===== src/rtl/red_laser_controller.sv =====
// Alien laser shot tracker: launch, per-frame fall, collision/off-screen end, cooldown,
// plus a registered scan-position rectangle test feeding the bitmap stage.
module red_laser_controller #(
    parameter int OBJECT_WIDTH_X  = 64,
    parameter int OBJECT_HEIGHT_Y = 64,
    parameter int SCREEN_WIDTH    = 640,
    parameter int SCREEN_HEIGHT   = 480,
    parameter int SPEED_Y         = 4,
    parameter int COOLDOWN_FRAMES = 30
) (
    input  logic        clk,
    input  logic        resetN,
    input  logic        startOfFrame,
    input  logic        fire,
    input  logic [10:0] fireX,
    input  logic [10:0] fireY,
    input  logic        collision,
    input  logic [10:0] pixelX,
    input  logic [10:0] pixelY,
    output logic        InsideRectangle,
    output logic [10:0] offsetX,
    output logic [10:0] offsetY,
    output logic [10:0] topLeftX,
    output logic [10:0] topLeftY,
    output logic        laserActive,
    output logic        readyToFire
);

    localparam int CW = $clog2(COOLDOWN_FRAMES + 1);

    typedef enum logic [1:0] {
        IDLE   = 2'd0,
        ARMED  = 2'd1,
        FLYING = 2'd2
    } state_t;

    state_t        state_q, state_d;
    logic [10:0]   top_left_x_q, top_left_x_d;
    logic [10:0]   top_left_y_q, top_left_y_d;
    logic [CW-1:0] cooldown_q, cooldown_d;
    logic          laser_active_q, laser_active_d;
    logic          ready_q, ready_d;
    logic          inside_q, inside_d;
    logic [10:0]   offset_x_q, offset_x_d;
    logic [10:0]   offset_y_q, offset_y_d;

    logic [11:0]   next_y;
    logic [11:0]   x_end, y_end;

    always_comb begin
        state_d      = state_q;
        top_left_x_d = top_left_x_q;
        top_left_y_d = top_left_y_q;
        cooldown_d   = cooldown_q;
        next_y       = {1'b0, top_left_y_q} + 12'(SPEED_Y);

        case (state_q)
            IDLE: begin
                if (fire && cooldown_q == '0) begin
                    state_d      = ARMED;
                    top_left_x_d = (fireX > 11'(SCREEN_WIDTH - OBJECT_WIDTH_X))
                                   ? 11'(SCREEN_WIDTH - OBJECT_WIDTH_X) : fireX;
                    top_left_y_d = fireY;
                end else if (startOfFrame && cooldown_q != '0) begin
                    cooldown_d = cooldown_q - 1'b1;
                end
            end
            ARMED: begin
                // First frame only arms; the shot starts moving on the following frame.
                if (startOfFrame)
                    state_d = FLYING;
            end
            FLYING: begin
                if (collision) begin
                    state_d    = IDLE;
                    cooldown_d = CW'(COOLDOWN_FRAMES);
                end else if (startOfFrame) begin
                    if (next_y >= 12'(SCREEN_HEIGHT)) begin
                        state_d    = IDLE;
                        cooldown_d = CW'(COOLDOWN_FRAMES);
                    end else begin
                        top_left_y_d = next_y[10:0];
                    end
                end
            end
            default: state_d = IDLE;
        endcase

        laser_active_d = (state_d != IDLE);
        ready_d        = (state_d == IDLE) && (cooldown_d == '0);
    end

    // Rectangle test uses the registered position so it lines up with the bitmap register.
    always_comb begin
        x_end      = {1'b0, top_left_x_q} + 12'(OBJECT_WIDTH_X);
        y_end      = {1'b0, top_left_y_q} + 12'(OBJECT_HEIGHT_Y);
        inside_d   = laser_active_q
                     && (pixelX >= top_left_x_q) && ({1'b0, pixelX} < x_end)
                     && (pixelY >= top_left_y_q) && ({1'b0, pixelY} < y_end);
        offset_x_d = inside_d ? (pixelX - top_left_x_q) : 11'd0;
        offset_y_d = inside_d ? (pixelY - top_left_y_q) : 11'd0;
    end

    always_ff @(posedge clk or negedge resetN) begin
        if (!resetN) begin
            state_q        <= IDLE;
            top_left_x_q   <= '0;
            top_left_y_q   <= '0;
            cooldown_q     <= '0;
            laser_active_q <= 1'b0;
            ready_q        <= 1'b0;
            inside_q       <= 1'b0;
            offset_x_q     <= '0;
            offset_y_q     <= '0;
        end else begin
            state_q        <= state_d;
            top_left_x_q   <= top_left_x_d;
            top_left_y_q   <= top_left_y_d;
            cooldown_q     <= cooldown_d;
            laser_active_q <= laser_active_d;
            ready_q        <= ready_d;
            inside_q       <= inside_d;
            offset_x_q     <= offset_x_d;
            offset_y_q     <= offset_y_d;
        end
    end

    assign InsideRectangle = inside_q;
    assign offsetX         = offset_x_q;
    assign offsetY         = offset_y_q;
    assign topLeftX        = top_left_x_q;
    assign topLeftY        = top_left_y_q;
    assign laserActive     = laser_active_q;
    assign readyToFire     = ready_q;

endmodule

===== config.mk =====
export PLATFORM = sky130hd
export DESIGN_NAME = red_laser_controller
export DESIGN_NICKNAME = d
export VERILOG_FILES = /design/src/rtl/red_laser_controller.sv
export SDC_FILE = /design/constraint.sdc
export NUM_CORES = 1
export LEC_CHECK = 0
export ABC_AREA = 1
export BUFFER_PORTS_ARGS = -buffer_cell sky130_fd_sc_hd__buf_2
export CORE_UTILIZATION = 45
export CTS_CLUSTER_SIZE = 24
export DETAILED_ROUTE_END_ITERATION = 8
export MAX_ROUTING_LAYER = met4
export PLACE_DENSITY = 0.69
export SLEW_MARGIN = 20
export SYNTH_ARGS = -nofsm -noshare
export SYNTH_HDL_FRONTEND = slang
export SYNTH_SLANG_ARGS = --single-unit

===== constraint.sdc =====
create_clock -name clk -period 3.05 [get_ports clk]
set_input_delay 0.305 -clock clk [delete_from_list [all_inputs] [get_ports clk]]
set_output_delay 0.305 -clock clk [all_outputs]
set_load 0.005 [all_outputs]

==> flow_summary.ini <==
[placement]
post-place-ws_ns = 0.6795
gpl.final_weighted_congestion = 0.9518
buffer_ports.inserted = 95
dpl.hpwl_um = 7578
dpl.cell_count = 694

[logic_synthesis]
number_of_enable_type_register_cells_in_the_synthesized_netlist = 0
ys_seq_area_frac = 0.3527
top_cells_by_area_synth = sky130_fd_sc_hd__dfrtp_1, sky130_fd_sc_hd__ha_1, sky130_fd_sc_hd__nand2_1
syn_avg_cell_area_um2 = 7.709
post_synth_instance_area_mm2 = 0.003831
post_synth_inst_count = 497
yosys.area.top_type_share = 0.3527
synthFlopType = sky130_fd_sc_hd__dfrtp_1
synth_cell_type_count = 39
ys_ff_latch = 54
post_synth_net_total = 585
synthArstFlopShare = 1.000
yosysWarningCount = 0
yosysTopAreaCell = sky130_fd_sc_hd__dfrtp_1

[route]
via_density_per_instance = 5.078
routedWlPerCell_um = 13.10
first_pass_iters = 4
iteration_0_drc_count_of_the_detailed_router = 133
ant_nets = 0
drt_wl_total_um = 9207
detailroute.via_count = 3570
drt_drc_violations_left = 0

[worst_setup_path]
timing.critical_path.cells = ha_1, inv_1, fa_1, inv_1, nor2_1, nor2_1, nand3b_1, nand2_1, nor2_1, nand3_1, buf_4, nor2_1
end_kind = register
timing.setup.critical_path_class = register to register
timing.critical_path.slowest_cell_delay_ns = 0.43
critPathArrivalTime_ns = 2.63
sort_of_element_at_the_start_of_the_critical_path = register
reg2regPathDepth = 12
worstPathMaxFanout = 23
cpMostUsedCell = sky130_fd_sc_hd__nor2_1
crit_path_top_delay_cell = sky130_fd_sc_hd__dfrtp_1
worstPathRequired_ns = 3.29

[timing]
timing.setup.tns_ns = 0
tightestPinTransition_ns = 0.6564
worst_slew_margin_relative_to_its_limit = 0.5624
final-hold-violation-count = 0
finalHoldWorstSlack_ns = 0.2060
timing.final.max_slew_violations = 0
timing.clock.skew_ns = 0.01097
max_freq_mhz = 417.5
setup_slack_ns = 0.6546
setup-violations-final = 0
period_minus_ws_final_ns = 2.395
unrepaired_setup_endpoints_after_global_routing = false
finalCritPeriodShare = 0.7854

[grt]
antenna_found_initial = 0
total_routing_resource_utilization_after_global_routing = 0.2222
grt_pass1_vias = 3264
grt_pass1_wl_um = 14990
pin_count_of_the_biggest_net_entering_global_routing = 36
globalRouteOverflowTotal = 0

[pwr]
power.static_leakage_nw = 2.470
irDropWorstVdd_mv = 0.3686
power.density_mw_per_mm2 = 875.7

[flow_run]
count_of_maximum_capacitance_violations = 0

[cells_and_area]
flow.area_growth_from_synthesis_pct = 18.26
layout_common_cells = sky130_fd_sc_hd__buf_2, sky130_fd_sc_hd__nand2_1, sky130_fd_sc_hd__nor2_1, sky130_fd_sc_hd__inv_1, sky130_fd_sc_hd__dfrtp_1
antenna-diode-count = 0
fraction_of_layout_instances_using_a_drive_strength_above_1 = 0.2107
layoutNonFillerInstCount = 703
nets = 685
final_util = 0.5514
layout.cells.most_common = sky130_fd_sc_hd__buf_2

[clock_tree]
cts-root-buf = sky130_fd_sc_hd__clkbuf_8
cts_inserted_buffers = 5
cts_tree = built
clock_latency_ns = 0.31
cts-htree-levels = 2
clk_transition_reported_paths_ns = 0.10
clk_path_buf_depth = 2
cts.repair.resized = 0
clock_sinks = 54

[die]
initial_core_util = 0.4663
boundaryPins = 96
die_w_um = 94.27
y_dimension_of_the_die_um = 94.27
row_count = 33
die-area_mm2 = 0.008887
core_region_area_mm2 = 0.008217

[status]
status = finished clean

[hold_path]
min_path_type = primary input to register
timing.hold.worst_path_depth = 3
per-layer routing:
metal | track usage | part of all wire | vias up | routed length [um]
met5 | - | 0 | - | 0
met2 | 0.3339 | 0.44 | 93 | 4086
met4 | 0.06026 | 0.013 | 0 | 119
li1 | - | - | 1836 | -
met1 | 0.3068 | 0.49 | 1631 | 4487
met3 | 0.03964 | 0.056 | 10 | 514
flip-flops by register name, indices dropped and copies added (netlist names):
| name | flops |
|---|---|
| cooldown_q | 5 |
| readyToFire | 1 |
| topLeftY | 11 |
| state_q | 2 |
| offsetY | 11 |
| InsideRectangle | 1 |
| topLeftX | 11 |
| laserActive | 1 |
| offsetX | 11 |
critical path: cells and delay by family (launching register included):
family                     cells  cell delay [ns]
buffers and inverters          3             0.36
and+or+nand+nor                7             0.88
DFF                            1             0.43
adders and majority gates      2             0.64
cells by family (layout without fill, tap and decap cells):
group                      count (synthesis)  after routing  share of synthesized area
buffers and inverters                     72            173                    0.07479
xor gates and xnor gates                  21             21                    0.04801
and+or+nand+nor                          227            227                     0.2573
adders and majority gates                 39             39                     0.1313
DFF                                       54             54                     0.3527
AOI/OAI and AO/OA                         84             84                     0.1359
stage by stage:
stage,cell area (um2),total power (W)
floorplan,3831,0.002871
global placement,4425,0.003547
detailed placement,4425,0.003548
CTS,4531,0.003989
global route,4531,0.004391
finish,4531,0.003968
where the power goes:
group          internal [W]  total, W  switching (W)
logic              0.000954   0.00240        0.00144
clock network      0.000183  0.000421       0.000238
registers          0.000919   0.00115       0.000232
total               0.00206   0.00397        0.00191
timing repair:
item | 4_1_cts | 5_1_grt
hold buffers | 1 | 0
endpoints found under the hold margin | 19 | 0
setup buffers | 0 | 0
endpoints found under the setup margin | 0 | 0
synth_stat cells (3+ instances only):
cell and n:
sky130_fd_sc_hd__nor3_1 8, sky130_fd_sc_hd__o211ai_1 6, sky130_fd_sc_hd__xnor2_1 8, sky130_fd_sc_hd__nor2_1 68, sky130_fd_sc_hd__a21oi_1 22, sky130_fd_sc_hd__o21ai_0 32, sky130_fd_sc_hd__nor2_2 4, sky130_fd_sc_hd__nand2_2 6
sky130_fd_sc_hd__buf_2 4, sky130_fd_sc_hd__ha_1 37, sky130_fd_sc_hd__nand3_1 32, sky130_fd_sc_hd__inv_1 64, sky130_fd_sc_hd__o21bai_1 4, sky130_fd_sc_hd__xor2_1 13, sky130_fd_sc_hd__a21o_1 3, sky130_fd_sc_hd__nand4_1 7
sky130_fd_sc_hd__dfrtp_1 54, sky130_fd_sc_hd__nand2_1 94, sky130_fd_sc_hd__a31oi_1 5
path summary, 6_finish.rpt:
check | from | endpoint | slack (ns)
min in group asynchronous | resetN | InsideRectangle | 0.46
max in group asynchronous | resetN | topLeftX[1] | 1.77
max reg2reg | topLeftX[0] | offsetX[6] | 0.65
min | fireY[0] | topLeftY[0] | 0.21
min reg2reg | topLeftY[0] | topLeftY[0] | 0.53
max | topLeftX[0] | offsetX[6] | 0.65
cell type report:
cell class | count | area, um2
Sequential cell | 54 | 1351
Inverter | 65 | 244.0
Timing Repair Buffer | 100 | 515.5
Fill cell | 822 | 3686
Clock buffer | 6 | 82.58
Multi-Input combinational cell | 371 | 2193
Clock inverter | 2 | 12.51
Tap cell | 105 | 131.4
Note: power is estimated with default switching activity, not from simulation.
